--- config.mk ---
export PLATFORM = sky130hd
export DESIGN_NAME = uart_tx_param
export DESIGN_NICKNAME = d
export VERILOG_FILES = /design/src/rtl/uart_pkg.sv /design/src/rtl/uart_sync_fifo.sv /design/src/rtl/uart_tx_param.sv
export SDC_FILE = /design/constraint.sdc
export NUM_CORES = 1
export LEC_CHECK = 0
export CAP_MARGIN = 5
export CORE_MARGIN = 3
export CORE_UTILIZATION = 50
export DETAILED_ROUTE_END_ITERATION = 16
export PLACE_DENSITY_LB_ADDON = 0.25
export SLEW_MARGIN = 20
export SYNTH_ARGS = -nofsm -noshare
export SYNTH_HDL_FRONTEND = slang
export SYNTH_SLANG_ARGS = --single-unit
--- constraint.sdc ---
create_clock -name clk -period 3.3 [get_ports clk]
set_clock_uncertainty 0.2 [all_clocks]
set_input_delay 0.495 -clock clk [delete_from_list [all_inputs] [get_ports clk]]
set_output_delay 0.495 -clock clk [all_outputs]
set_load 0.05 [all_outputs]
--- src/rtl/uart_pkg.sv ---
// -----------------------------------------------------------------------------
// uart_pkg
// Shared definitions for the parameterised UART transmitter.
//
// Contents
//   ST_*          : transmitter FSM state encodings (3-bit constants)
//   START_LVL     : line level of the start bit (0)
//   STOP_LVL      : line level of stop bits and of the idle line (1)
//   frame_cfg_t   : per-frame framing options captured when a frame starts
//   parity_bit()  : parity of a zero-extended data word (even or odd)
// -----------------------------------------------------------------------------
package uart_pkg;

  // FSM state encodings
  localparam logic [2:0] ST_IDLE   = 3'd0;
  localparam logic [2:0] ST_START  = 3'd1;
  localparam logic [2:0] ST_DATA   = 3'd2;
  localparam logic [2:0] ST_PARITY = 3'd3;
  localparam logic [2:0] ST_STOP   = 3'd4;

  // Frame-field line levels
  localparam logic START_LVL = 1'b0;
  localparam logic STOP_LVL  = 1'b1;

  // Framing options frozen for the duration of one frame
  typedef struct packed {
    logic parity_en;
    logic parity_odd;
    logic two_stop;
  } frame_cfg_t;

  // Data words narrower than 8 bits are zero-extended by the caller, so the
  // extra zero bits do not disturb the XOR reduction.
  function automatic logic parity_bit(input logic [7:0] data, input logic odd);
    return (^data) ^ odd;
  endfunction

endpackage

--- src/rtl/uart_sync_fifo.sv ---
// -----------------------------------------------------------------------------
// uart_sync_fifo
// Single-clock FIFO holding words waiting to be serialised.
// Storage is a plain array written on push and read through a register on
// pop, so pop_data is valid from the cycle after the pop and stays stable
// until the next pop.
//
// Parameters
//   WIDTH : word width
//   DEPTH : number of entries, power of two, >= 2
//
// Ports
//   clk       in   clock
//   rst       in   synchronous active-high reset (empties the FIFO)
//   push      in   write request; ignored while full
//   push_data in   word to write
//   pop       in   read request; ignored while empty
//   pop_data  out  word read by the most recent pop (registered)
//   full      out  count == DEPTH
//   empty     out  count == 0
//   count     out  number of words held
// -----------------------------------------------------------------------------
module uart_sync_fifo #(
  parameter int WIDTH = 8,
  parameter int DEPTH = 16
) (
  input  logic                     clk,
  input  logic                     rst,
  input  logic                     push,
  input  logic [WIDTH-1:0]         push_data,
  input  logic                     pop,
  output logic [WIDTH-1:0]         pop_data,
  output logic                     full,
  output logic                     empty,
  output logic [$clog2(DEPTH):0]   count
);

  localparam int AW = $clog2(DEPTH);
  localparam logic [AW:0] DEPTH_CNT = (AW+1)'(DEPTH);

  logic [WIDTH-1:0] mem [DEPTH];
  logic [WIDTH-1:0] pop_data_reg;
  logic [AW-1:0]    wr_ptr_reg;
  logic [AW-1:0]    rd_ptr_reg;
  logic [AW:0]      count_reg;
  logic             push_ok;
  logic             pop_ok;

  assign full    = (count_reg == DEPTH_CNT);
  assign empty   = (count_reg == '0);
  assign push_ok = push && !full;
  assign pop_ok  = pop && !empty;

  // Storage and registered read port kept free of reset so the array maps
  // onto RAM primitives.
  always_ff @(posedge clk) begin
    if (push_ok) begin
      mem[wr_ptr_reg] <= push_data;
    end
    if (pop_ok) begin
      pop_data_reg <= mem[rd_ptr_reg];
    end
  end

  always_ff @(posedge clk) begin
    if (rst) begin
      wr_ptr_reg <= '0;
      rd_ptr_reg <= '0;
      count_reg  <= '0;
    end else begin
      if (push_ok) begin
        wr_ptr_reg <= wr_ptr_reg + AW'(1);
      end
      if (pop_ok) begin
        rd_ptr_reg <= rd_ptr_reg + AW'(1);
      end
      // Simultaneous push and pop leaves the count unchanged.
      case ({push_ok, pop_ok})
        2'b10:   count_reg <= count_reg + (AW+1)'(1);
        2'b01:   count_reg <= count_reg - (AW+1)'(1);
        default: count_reg <= count_reg;
      endcase
    end
  end

  assign pop_data = pop_data_reg;
  assign count    = count_reg;

endmodule

--- src/rtl/uart_tx_param.sv ---
// -----------------------------------------------------------------------------
// uart_tx_param
// Parameterised UART transmitter with a TX FIFO. Frames are
//   start (0) | DATA_W data bits LSB first | optional parity | 1 or 2 stops (1)
// Each bit lasts baud_div+1 clk cycles. baud_div and the framing options are
// captured when a word is popped, so changing them mid-frame only affects the
// following frame. Frames queued in the FIFO are sent back-to-back.
//
// Parameters
//   DATA_W     : data bits per frame, 5..8
//   FIFO_DEPTH : TX FIFO entries, power of two, >= 2
//   DIV_W      : width of baud_div
//
// Ports
//   clk         in   system clock
//   rst         in   synchronous active-high reset; aborts any frame
//   baud_div    in   bit period minus one, in clk cycles
//   parity_en   in   1 = append parity bit
//   parity_odd  in   1 = odd parity, 0 = even parity
//   two_stop    in   1 = two stop bits
//   tx_valid    in   write request
//   tx_data_in  in   word to send
//   tx_ready    out  FIFO can accept a word
//   tx_busy     out  frame in progress or FIFO non-empty
//   fifo_count  out  words held in the FIFO
//   uart_tx_pin out  serial line (registered)
// -----------------------------------------------------------------------------
module uart_tx_param
  import uart_pkg::*;
#(
  parameter int DATA_W     = 8,
  parameter int FIFO_DEPTH = 16,
  parameter int DIV_W      = 16
) (
  input  logic                          clk,
  input  logic                          rst,
  input  logic [DIV_W-1:0]              baud_div,
  input  logic                          parity_en,
  input  logic                          parity_odd,
  input  logic                          two_stop,
  input  logic                          tx_valid,
  input  logic [DATA_W-1:0]             tx_data_in,
  output logic                          tx_ready,
  output logic                          tx_busy,
  output logic [$clog2(FIFO_DEPTH):0]   fifo_count,
  output logic                          uart_tx_pin
);

  localparam int IDX_W = $clog2(DATA_W);
  localparam logic [IDX_W-1:0] LAST_BIT = IDX_W'(DATA_W - 1);

  // FIFO interface
  logic                  fifo_push;
  logic                  fifo_pop;
  logic                  fifo_full;
  logic                  fifo_empty;
  logic [DATA_W-1:0]     fifo_pop_data;

  // FSM and datapath state
  logic [2:0]            state_reg;
  logic [DIV_W-1:0]      baud_cnt_reg;
  logic [DIV_W-1:0]      div_reg;
  frame_cfg_t            cfg_reg;
  logic [DATA_W-1:0]     shift_reg;
  logic [IDX_W-1:0]      bit_idx_reg;
  logic                  stop_idx_reg;
  logic                  parity_reg;
  logic                  pin_reg;

  // Control strobes
  logic                  bit_done;
  logic                  last_stop;
  logic                  start_frame;

  // ---------------------------------------------------------------------------
  // TX FIFO
  // ---------------------------------------------------------------------------
  assign tx_ready  = !fifo_full;
  assign fifo_push = tx_valid && tx_ready && !rst;
  assign fifo_pop  = start_frame;

  uart_sync_fifo #(
    .WIDTH (DATA_W),
    .DEPTH (FIFO_DEPTH)
  ) u_fifo (
    .clk       (clk),
    .rst       (rst),
    .push      (fifo_push),
    .push_data (tx_data_in),
    .pop       (fifo_pop),
    .pop_data  (fifo_pop_data),
    .full      (fifo_full),
    .empty     (fifo_empty),
    .count     (fifo_count)
  );

  // ---------------------------------------------------------------------------
  // Control strobes
  // ---------------------------------------------------------------------------
  always_comb begin
    bit_done    = (baud_cnt_reg == div_reg);
    last_stop   = (state_reg == ST_STOP) && bit_done &&
                  (!cfg_reg.two_stop || stop_idx_reg);
    // A new frame starts from IDLE, or directly out of the final stop bit
    // so that queued words go out without an idle gap.
    start_frame = !fifo_empty && ((state_reg == ST_IDLE) || last_stop);
  end

  // ---------------------------------------------------------------------------
  // Shadow registers: frame timing and format frozen at the pop
  // ---------------------------------------------------------------------------
  always_ff @(posedge clk) begin
    if (rst) begin
      div_reg <= '0;
      cfg_reg <= '0;
    end else if (start_frame) begin
      div_reg            <= baud_div;
      cfg_reg.parity_en  <= parity_en;
      cfg_reg.parity_odd <= parity_odd;
      cfg_reg.two_stop   <= two_stop;
    end
  end

  // ---------------------------------------------------------------------------
  // Bit-period counter, restarted at every bit boundary
  // ---------------------------------------------------------------------------
  always_ff @(posedge clk) begin
    if (rst) begin
      baud_cnt_reg <= '0;
    end else if (state_reg == ST_IDLE || bit_done) begin
      baud_cnt_reg <= '0;
    end else begin
      baud_cnt_reg <= baud_cnt_reg + DIV_W'(1);
    end
  end

  // ---------------------------------------------------------------------------
  // Frame FSM; the line level is registered alongside the state so that
  // uart_tx_pin changes on the same edge as the state does.
  // ---------------------------------------------------------------------------
  always_ff @(posedge clk) begin
    if (rst) begin
      state_reg    <= ST_IDLE;
      pin_reg      <= STOP_LVL;
      shift_reg    <= '0;
      bit_idx_reg  <= '0;
      stop_idx_reg <= 1'b0;
      parity_reg   <= 1'b0;
    end else begin
      case (state_reg)
        ST_IDLE: begin
          pin_reg <= STOP_LVL;
          if (start_frame) begin
            state_reg <= ST_START;
            pin_reg   <= START_LVL;
          end
        end

        ST_START: begin
          // The popped word has been on fifo_pop_data since the first
          // START cycle; load it as the start bit ends.
          if (bit_done) begin
            state_reg   <= ST_DATA;
            shift_reg   <= fifo_pop_data;
            pin_reg     <= fifo_pop_data[0];
            bit_idx_reg <= '0;
            parity_reg  <= parity_bit(8'(fifo_pop_data), cfg_reg.parity_odd);
          end
        end

        ST_DATA: begin
          if (bit_done) begin
            if (bit_idx_reg == LAST_BIT) begin
              if (cfg_reg.parity_en) begin
                state_reg <= ST_PARITY;
                pin_reg   <= parity_reg;
              end else begin
                state_reg    <= ST_STOP;
                pin_reg      <= STOP_LVL;
                stop_idx_reg <= 1'b0;
              end
            end else begin
              bit_idx_reg <= bit_idx_reg + IDX_W'(1);
              shift_reg   <= {1'b0, shift_reg[DATA_W-1:1]};
              pin_reg     <= shift_reg[1];
            end
          end
        end

        ST_PARITY: begin
          if (bit_done) begin
            state_reg    <= ST_STOP;
            pin_reg      <= STOP_LVL;
            stop_idx_reg <= 1'b0;
          end
        end

        ST_STOP: begin
          if (last_stop) begin
            if (start_frame) begin
              state_reg <= ST_START;
              pin_reg   <= START_LVL;
            end else begin
              state_reg <= ST_IDLE;
              pin_reg   <= STOP_LVL;
            end
          end else if (bit_done) begin
            // First of two stop bits finished; line stays high.
            stop_idx_reg <= 1'b1;
          end
        end

        default: begin
          state_reg <= ST_IDLE;
          pin_reg   <= STOP_LVL;
        end
      endcase
    end
  end

  assign uart_tx_pin = pin_reg;
  assign tx_busy     = (state_reg != ST_IDLE) || (fifo_count != '0);

endmodule

# After elaboration in Yosys (flattened, before gate mapping)
# Memory sizes are Yosys's and may differ from the RTL's. A register that Yosys moved wholly into a read port is not among the register bits.
# Cells that the tools add are included.
# Widths: inputs -> output; s select.
[op_classes]
n_addsub = 6
mul = 0
div_mod_pow = 0
order_cmp = 0
eq_ne = 19
shift = 0
mux = 34
bitwise = 1
reduce_logical = 29
[ops]
columns = ["cell", "count"]
rows = [
  ["$mux 3", 10],
  ["$mux 8", 3],
  ["$ne 2x2->1 const B", 9],
  ["$add 16x1->16 const B", 1],
  ["$eq 16x16->1", 1],
  ["$pmux 8 s2", 1],
  ["$mux 1", 15],
  ["$pmux 3 s5", 1],
  ["$pmux 5 s2", 1],
  ["$add 4x1->4 const B", 2],
  ["$reduce_and 4->1", 2],
  ["$reduce_xor 8->1", 1],
  ["$logic_and 1x1->1", 7],
  ["$reduce_and 7->1", 1],
  ["$eq 3x2->1 const B", 2],
  ["$eq 3x3->1 const B", 2],
  ["$pmux 3 s2", 1],
  ["$reduce_and 6->1", 1],
  ["$reduce_bool 3->1", 2],
  ["$add 5x1->5 const B", 1],
  ["$eq 5x5->1 const B", 1],
  ["$logic_not 5->1", 1],
  ["$pmux 1 s5", 1],
  ["$reduce_bool 5->1", 1],
  ["14 further kinds", 21],
]
[word_totals]
ff_bits = 65
latch_bits = 0
ram_bits = 128
mem_bits_ro = 0
in_bits = 30
out_inout_bits = 8
word_cells = 104
memories = 1
[memory_table]
columns = ["memory", "words", "word_bits", "read_ports", "rd_clocked_by_memory_dff", "write_ports", "line_no", "rtl"]
rows = [
  ["u_fifo.mem", 16, 8, 1, 1, 1, "uart_sync_fifo.sv:41", "logic [WIDTH-1:0] mem [DEPTH];"],
]

# Longest topological paths before layout
# Gate-level depths: netlist of the first run.
[depth]
ltp_word = 8
mapped_depth = 14
mapped_depth_nobuf = 12

# Modules after synthesis
# Synthesis of the first run repeated with hierarchy kept, for this count alone.
[hier_totals]
hier_cells = 612
hier_area_um2 = 8564.5
[by_module_without_submodules]
columns = ["module", "instances", "cells_each", "area_per_inst_um2", "seq_area_each_um2"]
rows = [
  ["uart_sync_fifo", 1, 318, 5911.9, 4344.2],
  ["uart_tx_param", 1, 294, 2652.5, 1021.0],
]

# Worst setup path after synthesis of the first run
# OpenSTA, ideal clock, no wires.
[synth_path]
kind = "flip-flop to flip-flop"
from = "reg u_fifo.count_reg[0] (netlist: u_fifo.count[0])"
to = "reg u_fifo.count_reg[4] (netlist: u_fifo.count[4])"
setup_time_ps = 71
arrival_time_ps = 3234
required_time_ps = 3029
setup_slack_ps = -206
path_stages_with_launch = 14
path_buffers = 2
synth_period_minus_slack_ps = 3506
cell_sequence = "dfxtp_1 nor4_4 nand2_1 and3_1 a22o_1 buf_6 buf_8 ha_1 fa_1 a21o_1 a21oi_1 xor2_1 or3_1 a21oi_1"
[synth_between]
word_cells_on_any_way = 15
classes_between = "add/sub (2); eq/ne (3); mux (1); reduce/logical (9)"
[synth_rtl]
columns = ["element", "line_no", "rtl"]
rows = [
  ["from (decl)", "uart_sync_fifo.sv:45", "logic [AW:0] count_reg;"],
  ["from (signal assigned)", "uart_sync_fifo.sv:79", "2'b10: count_reg <= count_reg + (AW+1)'(1);"],
  ["from (signal assigned)", "uart_sync_fifo.sv:80", "2'b01: count_reg <= count_reg - (AW+1)'(1);"],
  ["from (signal assigned)", "uart_sync_fifo.sv:81", "default: count_reg <= count_reg;"],
  ["$logic_not 5->1 (*)", "uart_sync_fifo.sv:50", "assign empty = (count_reg == '0);"],
  ["$logic_not 1->1 (*)", "uart_sync_fifo.sv:52, uart_tx_param.sv:106", ""],
  ["$logic_and 1x1->1", "uart_tx_param.sv:106", "start_frame = !fifo_empty && ((state_reg == ST_IDLE) || last_stop);"],
  ["$logic_and 1x1->1 (*)", "uart_sync_fifo.sv:52", "assign pop_ok = pop && !empty;"],
  ["via u_fifo.pop_ok", "uart_sync_fifo.sv:47", "logic pop_ok;"],
  ["$eq 2x1->1 / $eq 2x2->1 (equally long branches)", "uart_sync_fifo.sv:78", "case ({push_ok, pop_ok})"],
  ["$pmux 5 s2 / $reduce_bool 2->1 (equally long branches)", "n/a", ""],
]
# Mark *: on every way through the listed nets, which the timed path passes. The rest lies on a longest branch.
# A chain may end at the register's enable or synchronous reset.

# Worst setup path in the final report of the first run
[layout_path]
from = "reg u_fifo.count_reg[3] (netlist: u_fifo.count[3])"
to = "reg u_fifo.count_reg[4] (netlist: u_fifo.count[4])"
[layout_between]
elab_chain_len = 7
word_cells_on_any_way = 15
classes_between = "add/sub (2); eq/ne (3); mux (1); reduce/logical (9)"
[layout_lines]
columns = ["element", "line_no", "rtl"]
rows = [
  ["$eq 5x5->1", "uart_sync_fifo.sv:49", "assign full = (count_reg == DEPTH_CNT);"],
  ["$logic_not 1->1", "uart_sync_fifo.sv:51, uart_tx_param.sv:78", ""],
  ["$logic_and 1x1->1 (2 in series)", "uart_tx_param.sv:79", "assign fifo_push = tx_valid && tx_ready && !rst;"],
  ["$logic_and 1x1->1", "uart_sync_fifo.sv:51", "assign push_ok = push && !full;"],
  ["$eq 2x1->1 / $eq 2x2->1 (equally long branches)", "uart_sync_fifo.sv:78", ""],
  ["$pmux 5 s2 / $reduce_bool 2->1 (equally long branches)", "n/a", ""],
]
# Several ways; a longest one is shown, not always the timed one.

==> qor.txt, run 1 <==
Resized Gates After CTS - 0
Mapped Cells - 613
Share of layout cells above drive strength 1 - 13.1%
Period utilization - 92.8%
Peak Freq - 327 MHz
Post-CTS setup buffers - 0
Remaining Overflow, GRT - 0
Detail Placement HPWL - 11.2 mm
Warnings, synthesis - 0
Core Area - 16200 µm²
Final Critical Period - 3.06 ns
Cell Chain, Critical Path - nor4_4 > nand2_1 > and3_1 > a22o_2 > ha_2 > fa_1 > a21o_1 > a21oi_1 > xor2_1 > or3_1 > a21oi_1
CP Class - register to register
VDD IR max - 618 µV
Final-report max-slew violation count - 0
Slew @ Worst Pin - 0.682 ns
Sequential share of the synthesized area - 63.7%
WP data arrival - 3.23 ns
RSZ-0062 raised after global routing - false
TritonCTS clock tree - done
Crit start category - register
CP Capture Type - register
# setup viols final - 0
DIE AREA - 18400 µm²
Final-report hold violation count - 0
Fin Setup TNS - 0 ns
Die X - 136 µm
Cell Pwr Density - 803 nW/µm²
Slowest cell on crit path - fa_1
Max FFs per register - 128
Clk Latency, worst-skew pair - 0.44 ns
Initial DRC count - 362
Total track usage - 19.0%
CTS Buffer Depth - 2
Synth-to-Final Area Change - 15.7%
Cts hold-fix bufs - 0
Tightest Hold Check Type - register to register
CP Max Fanout - 5
DRT Pass-1 Iters - 5
Status - completed
CTS buffer count - 17
Mapped Nets - 656
Antenna Nets Post-Route - 0
Routability cong. - 0.820
Initial Util - 52.1%
Die Y - 136 µm
IO Port Bufs - 37
CTS H-Tree Depth - 4
FP Rows - 46
MaxCap Viol Count - 0
Largest net degree at the start of global routing - 53
DRT Wirelength - 16.6 mm
FILL cells - 1238
# DRC - 0
Clk slew on worst S/H paths - 0.07 ns
Vias in the first global route - 4921
Via count - 4971
Most frequent CP cell - a21oi_1
Slew HR - 54.4%
Wire length per cell - 18.6 µm
Vias per cell - 5.55
First-pass GRT wire length - 26.3 mm
Fin Hold WS - 0.287 ns
Synth cell types - 50
Mapped Avg Cell Area - 13.7 µm²
Mapped cell area - 8420 µm²
Pleak - 3.33 nW
Initial antenna violation count - 0
Io pins - 38
Worst path max stage delay - 0.40 ns
Worst Path Required - 3.47 ns
Ant diodes - 0
CTS Root Cell - clkbuf_16
Clock sinks - 200
Synth Register Bits - 200
Nets@finish - 711
## stage by stage
stage | setup WS, ns | power (mW) | utilization (%) | cells | area (µm²)
after global placement | 0.153 | 5.71 | 56.5 | 865 | 9140
after global routing | 0.0307 | 8.26 | 60.2 | 896 | 9740
final | 0.239 | 7.82 | 60.2 | 896 | 9740
after CTS | 0.213 | 7.89 | 60.2 | 896 | 9740
after detailed placement | 0.0947 | 5.78 | 56.5 | 865 | 9140
after floorplan | 0.0494 | 5.26 | - | 613 | 8430
## synthesized netlist by cell type, drive strengths merged
master  count  area, µm²
a22o        1       8.76
a221o       1       10.0
a22oi       8       60.1
nand4       6       37.5
buf        15        111
xor2       11       96.3
a32o        1       10.0
a21o        3       22.5
o32ai       1       8.76
a221oi     17        149
fa          1       20.0
nor3       10       50.1
xnor2      32        280
nand3       6       30.0
a21oi      13       65.1
inv        10       37.5
nand2b      3       18.8
a311o       1       10.0
o31a        1       8.76
nand3b      2       15.0
a41o        1       10.0
ha         12        150
a311oi      1       8.76
nor2       79        299
clkbuf     17       63.8
o21ai      16       80.1
o21a        2       15.0
a31oi       2       12.5
nor2b       3       18.8
nand2      24       90.1
edfxtp    136       4080
and2b       1       7.51
or3         5       31.3
dfxtp      64       1280
nor4        3       48.8
o32a        1       10.0
a21boi      5       37.5
clkinv      1       3.75
mux2i      62        621
a211oi      7       62.6
o22ai       1       6.26
mux4       16        360
and3        7       43.8
and2        4       25.0
## power by group
part / switching (mW) / internal (mW)
registers: 0.220 / 2.99
logic: 1.36 / 1.14
clock network: 0.908 / 1.20
total: 2.49 / 5.33
## cell type report
type	instances	area (µm²)	share of cell area (%)
clock inverter	13	169	1.73
tap	216	270	2.77
timing repair buffer	68	611	6.27
inverter	11	41.3	0.424
multi-input combinational	370	2840	29.2
clock buffer	18	429	4.41
sequential	200	5380	55.2
## kinds of logic (layout without fill, tap and decap cells)
group | Yosys count | in the layout | share of synthesized area [%]
compound gates | 83 | 83 | 7.07
xor+xnor | 43 | 43 | 4.47
fa+ha+maj | 13 | 13 | 2.02
buf+inv | 43 | 110 | 2.57
flops | 200 | 200 | 63.7
mux | 78 | 78 | 11.6
simple gates | 153 | 153 | 8.50
## critical path, delay by kind of cell, from the launching register on
family	cells	cell delay (ns)
adder cells (fa/ha/maj)	2	0.64
AND/OR/NAND/NOR	4	0.94
XOR/XNOR	1	0.09
AO/OA/AOI/OAI	4	0.76
flip-flops	1	0.37
## cell usage in the layout, fill, tap and decap left out, types with 5 or more instances in the layout
cell,n
a211oi_1,5
a21boi_0,5
a21oi_1,13
a221oi_1,17
a22oi_1,8
and3_1,7
buf_4,30
clkbuf_16,17
clkdlybuf4s50_1,36
dfxtp_1,59
edfxtp_1,136
ha_1,11
inv_1,10
mux2i_1,62
mux4_2,16
nand2_1,24
nand3_1,6
nand4_1,6
nor2_1,78
nor3_1,10
o21ai_0,16
or3_1,5
xnor2_1,32
xor2_1,11
## final timing paths
check | depth (start not counted) | startpoint | to | slack (ns)
setup / recovery | 11 | u_fifo.count[3] | u_fifo.count[4] | 0.24
hold reg to reg | 2 | parity_reg | parity_reg | 0.29
setup reg to reg | 11 | u_fifo.count[3] | u_fifo.count[4] | 0.24
hold / removal | 2 | parity_reg | parity_reg | 0.29
## layer usage
metal / GRT usage, % / up-vias / part of all wire, %
li1: - / 2399 / -
met1: 24.3 / 2414 / 43
met2: 31.2 / 128 / 49
met3: 5.57 / 30 / 6.0
met4: 6.77 / 0 / 2.3
met5: 0 / - / 0
(Power assumes the default switching activity.)
==> run 2: changes to the inputs <==
Settings changed: HOLD_SLACK_MARGIN set to 0.03.
==> results of run 2 <==
The final DEF is identical to that of run 1; final timing and power are the same.
==> edit 1, RTL diff (flow settings as in run 1) <==
Register the output `fifo_count`, cleared by the reset; this adds one clock of latency there. The other outputs are not delayed to match.
--- a/src/rtl/uart_tx_param.sv
+++ b/src/rtl/uart_tx_param.sv
@@ -51,2 +51,4 @@
 
+  logic [$clog2(FIFO_DEPTH):0] fifo_count_d;
+
   // FIFO interface
@@ -93,3 +95,3 @@
     .empty     (fifo_empty),
-    .count     (fifo_count)
+    .count     (fifo_count_d)
   );
@@ -221,3 +223,11 @@
   assign uart_tx_pin = pin_reg;
-  assign tx_busy     = (state_reg != ST_IDLE) || (fifo_count != '0);
+  assign tx_busy     = (state_reg != ST_IDLE) || (fifo_count_d != '0);
+
+  always_ff @(posedge clk) begin
+    if (rst) begin
+      fifo_count <= '0;
+    end else begin
+      fifo_count <= fifo_count_d;
+    end
+  end
 
Check against the original RTL: not equivalent (Yosys sat finds a counterexample within 4 cycles, from zero or initial values and one cycle with rst high).
==> edit 1 against run 1 <==
  * Setup slack worse by 110 ps
  * Synthesized area rose by 4.8%
  * Highest routed layer unchanged
  * Sequential power grew 4%
  * Core utilization increased by 1.2 points
  * Critical path type unchanged
  * Power is 12% higher
  * Design area grew 6.7%
  * Sequential cell count rose by 5
  * Wire length grew 4.0%
==> edit 1: results (changes against run 1) <==
[yosys]
synth_xor_area_share_pct = 4.27  ; -0.21 points
ys_types = 51  ; +2.0%
synth-compound-area-share_pct = 6.83  ; -0.24 points
muxShareOfSynthArea_pct = 10.9  ; -0.75 points
yosys.area_share.adder_pct = 1.93  ; -0.093 points
synth.area.top_cells = edfxtp_1, dfxtp_1, mux2i_1, mux4_2, nand2b_1
synth_cells = 662  ; +8.0%

[cells_and_area]
layout.nets = 775  ; +9.0%
drive_gt1_share_pct = 15.8  ; +2.7 points

[hold_path]
hp-start = uart_tx_pin
holdPathStages = 1  ; -1

[route]
dr.first_iter.drc_count = 365  ; +0.83%
vias = 5335  ; +7.3%
wl_per_cell_microns = 17.9  ; -3.7%
via_per_inst = 5.51  ; -0.66%

[place]
dp_hpwl_mm = 11.7  ; +4.3%
dpl_cell_area_sq_um = 9620  ; +5.2%
globalplace.congestion = 0.836  ; +2.0%
place_ws_ps = -9.43  ; -104 ps

[global_routing]
grt_pass1_vias = 5618  ; +14%
grt_pass1_wl_mm = 28.5  ; +8.2%

[clock_network]
clockBufferDepth = 3  ; +1
post_cts_resized = 1  ; +1
insertion_delay_ps = 500  ; +60 ps
cts_htree_levels = 1  ; -3
cts_inserted_buffers = 23  ; +6

[setup_path]
reg2reg_setup_slack_ps = 130  ; -110 ps
reg2reg_depth = 13  ; +2
slowest_stage = or4_1
rr_startpoint = baud_cnt_reg[14]

[timing]
hold_ws_ps = 286  ; -1.11 ps
slew_headroom_pct = 53.6  ; -0.74 points

[status]
status = completed

[pwr]
ir_worst_vdd_mv = 0.784  ; +27%

==> edit 1: cell count changes after synthesis, sizes merged, moves of 5 or more <==
cell,run 1,this run
dfxtp,64,69
nand2b,3,43
xnor2,32,17
xor2,11,26
a211oi,7,2
a21oi,13,22
nor2b,3,13
nor2,79,53
a21boi,5,0
a311oi,1,6
==> edit 1: power breakdown <==
part	leakage, nW	switching (mW)	total (mW)	internal (mW)
Sequential	1.79	0.260	3.33	3.07
Combinational	1.60	1.61	3.00	1.39
Clock	0.349	0.966	2.40	1.44
Total	3.74	2.84	8.73	5.90
==> edit 1: final cells by class <==
| type | instances | area (sq um) | area share, % |
|---|---|---|---|
| Inverter | 15 | 60.1 | 0.578 |
| Clock buffer | 27 | 591 | 5.68 |
| Multi-Input combinational cell | 404 | 3150 | 30.3 |
| Timing Repair Buffer | 83 | 723 | 6.96 |
| Tap cell | 220 | 275 | 2.65 |
| Clock inverter | 14 | 124 | 1.19 |
| Sequential cell | 205 | 5470 | 52.6 |
==> edit 1: worst max-delay path by stage <==
stage,from,cells after the start,slack (ps),end
2_1_floorplan,baud_cnt_reg[12],15,5,u_fifo.count[4]
3_3_place_gp,div_reg[3],13,120,u_fifo.count[4]
3_5_place_dp,div_reg[3],13,-9,u_fifo.count[4]
4_1_cts,div_reg[3],13,2,u_fifo.count[4]
5_1_grt,div_reg[14],13,-3,u_fifo.count[4]
6_report,baud_cnt_reg[14],13,130,u_fifo.count[4]
==> edit 1: routing by layer <==
layer	vias to the layer above	track usage (%)	routed length [microns]
met5	-	0	0
met4	0	4.33	355
met3	29	3.07	651
met2	112	31.8	8780
met1	2595	23.0	7520
li1	2599	-	-
==> edit 2, RTL diff (flow settings as in run 1) <==
Without the edit above. The parameter `FIFO_DEPTH` goes from 16 to 32.
--- a/src/rtl/uart_tx_param.sv
+++ b/src/rtl/uart_tx_param.sv
@@ -31,3 +31,3 @@
   parameter int DATA_W     = 8,
-  parameter int FIFO_DEPTH = 16,
+  parameter int FIFO_DEPTH = 32,
   parameter int DIV_W      = 16
Ports: changed (resized fifo_count); port bits go from 38 to 39. No check against the original RTL was run, so the function may have changed too.
==> edit 2 against run 1 <==
  * Design area rose by 64%
  * Sequential power rose by 57%
  * Setup slack got worse by 120 ps
  * Non-clock buffer count rose by 27
  * Wire length rose by 53%
  * Power rose by 58%
  * Sequential cell count rose by 131
  * Hold slack got worse by 34 ps
  * Synthesized area rose by 62%
  * Cell count rose by 43%
  * Critical endpoint is now tx_ready
==> edit 2: results (changes against run 1) <==
[place]
dp_hpwl_mm = 16.3  ; +45%
dpl_cell_area_sq_um = 14800  ; +62%
place_ws_ps = 89.3  ; -5.46 ps
portBuffers = 38  ; +2.7%
dp_cells = 1218  ; +41%
globalplace.congestion = 0.810  ; -1.2%

[clock_network]
cts_inserted_buffers = 36  ; +19
insertion_delay_ps = 510  ; +70 ps
cts_htree_levels = 2  ; -2
cts_root_buf = clkbuf_16
clk_pin_slew_ps = 60
clockBufferDepth = 3  ; +1

[route]
drt-met1-wl_mm = 11.7  ; +63%
wirelength_mm = 25.5  ; +53%
dr.pass1.iters = 5  ; unchanged
dr.first_iter.drc_count = 616  ; +70%
wl_met2_mm = 12.1  ; +50%
vias = 7118  ; +43%
highest_layer = met4
route.met3.wl_mm = 1.15  ; +15%

[yosys]
ys_warn_count = 0  ; unchanged
synth_cells = 832  ; +36%
synth_top_family_by_area = multiplexers
yosys.area_share.adder_pct = 1.34  ; -0.69 points
synth.area.top_cells = edfxtp_1, mux4_2, dfxtp_1, nor2_1, xnor2_1
synth-compound-area-share_pct = 2.70  ; -4.4 points
synth_xor_area_share_pct = 2.75  ; -1.7 points
synth_edf_count = 264  ; +94%
ys_types = 55  ; +10%
synth_seq_area_share_pct = 67.8  ; +4.1 points
muxShareOfSynthArea_pct = 15.8  ; +4.1 points
yosys-top-cells-count = edfxtp_1, nor2_1, mux4_2
synth_fp_nets = 876  ; +34%

[setup_path]
slowest_delay_ps = 720  ; +320 ps
slowest_stage = clkdlybuf4s50_1
crit_arrival_ps = 2490  ; -740 ps
path_max_fanout = 5  ; unchanged
cp_top_family = simple AND/OR/NAND/NOR gates

[global_routing]
grt_antenna_before_repair = 0  ; unchanged
grt_max_degree = 80  ; +51%
grt_usage_pct = 18.0  ; -1.0 points
grt_pass1_wl_mm = 40.6  ; +54%

[hold_path]
hold_path_class = flip-flop to flip-flop

[cells_and_area]
n_antenna_cell = 0  ; unchanged
drive_gt1_share_pct = 22.9  ; +9.8 points
layout.nets = 965  ; +36%
final_cell_count_no_fill = 1283  ; +43%
largest_reg_flops = 256  ; +100%

[timing]
worst_pin_slew_ps = 946  ; +264 ps

[status]
status = completed

[pwr]
p_leak_nw = 5.26  ; +58%
ir_worst_vdd_mv = 0.502  ; -19%

edit 2: changes by cell type after synthesis, sizes merged, moves of 9 or more:
cell | run 1 | this run
mux2 | 0 | 11
mux4 | 16 | 80
nand2b | 3 | 45
clkbuf | 17 | 26
edfxtp | 136 | 264
a221oi | 17 | 0
mux2i | 62 | 23
nand2 | 24 | 34
edit 2: kinds of logic after synthesis:
| kind of cell | Yosys count |
|---|---|
| compound gates | 55 |
| xor+xnor | 43 |
| fa+ha+maj | 14 |
| buf+inv | 57 |
| flops | 331 |
| mux | 114 |
| simple gates | 218 |
edit 2: worst paths after layout:
check	startpoint	end	slack, ps	cells past startpoint
max reg2reg	baud_cnt_reg[0]	u_fifo.count[5]	190	13
min reg2reg	parity_reg	parity_reg	250	2
min	parity_reg	parity_reg	250	2
max	u_fifo.count[1]	tx_ready	120	3
edit 2: worst min-delay path: stages, from the launching register on:
cell	delay (ps)
dfxtp_1	300
nand2_1	50
a21oi_1	50
edit 2: layer usage:
layer / global-route usage (%) / vias up
met5: 0 / -
met4: 4.55 / 0
met3: 2.76 / 36
met2: 29.3 / 175
met1: 26.0 / 3539
li1: - / 3368
edit 2: cell type report:
type,count,area [sq um]
fillers,1968,10500
flip-flops and latches,331,9290
multi-input cells,444,4220
clock buffers,45,935
repair buffers,95,841
well taps,335,419
clock inverters,20,258
inverters,13,48.8
edit 2: what timing repair did:
item / 4_1_cts / 5_1_grt
endpoints found under the setup margin: 0 / 1
resized for setup: 0 / 6
setup buffers: 0 / 0
edit 2: power by group:
part	internal, mW	leakage (nW)	switching, mW
combinational	1.63	1.75	1.64
sequential	4.79	2.93	0.250
clock	2.48	0.575	1.54
total	8.91	5.26	3.44
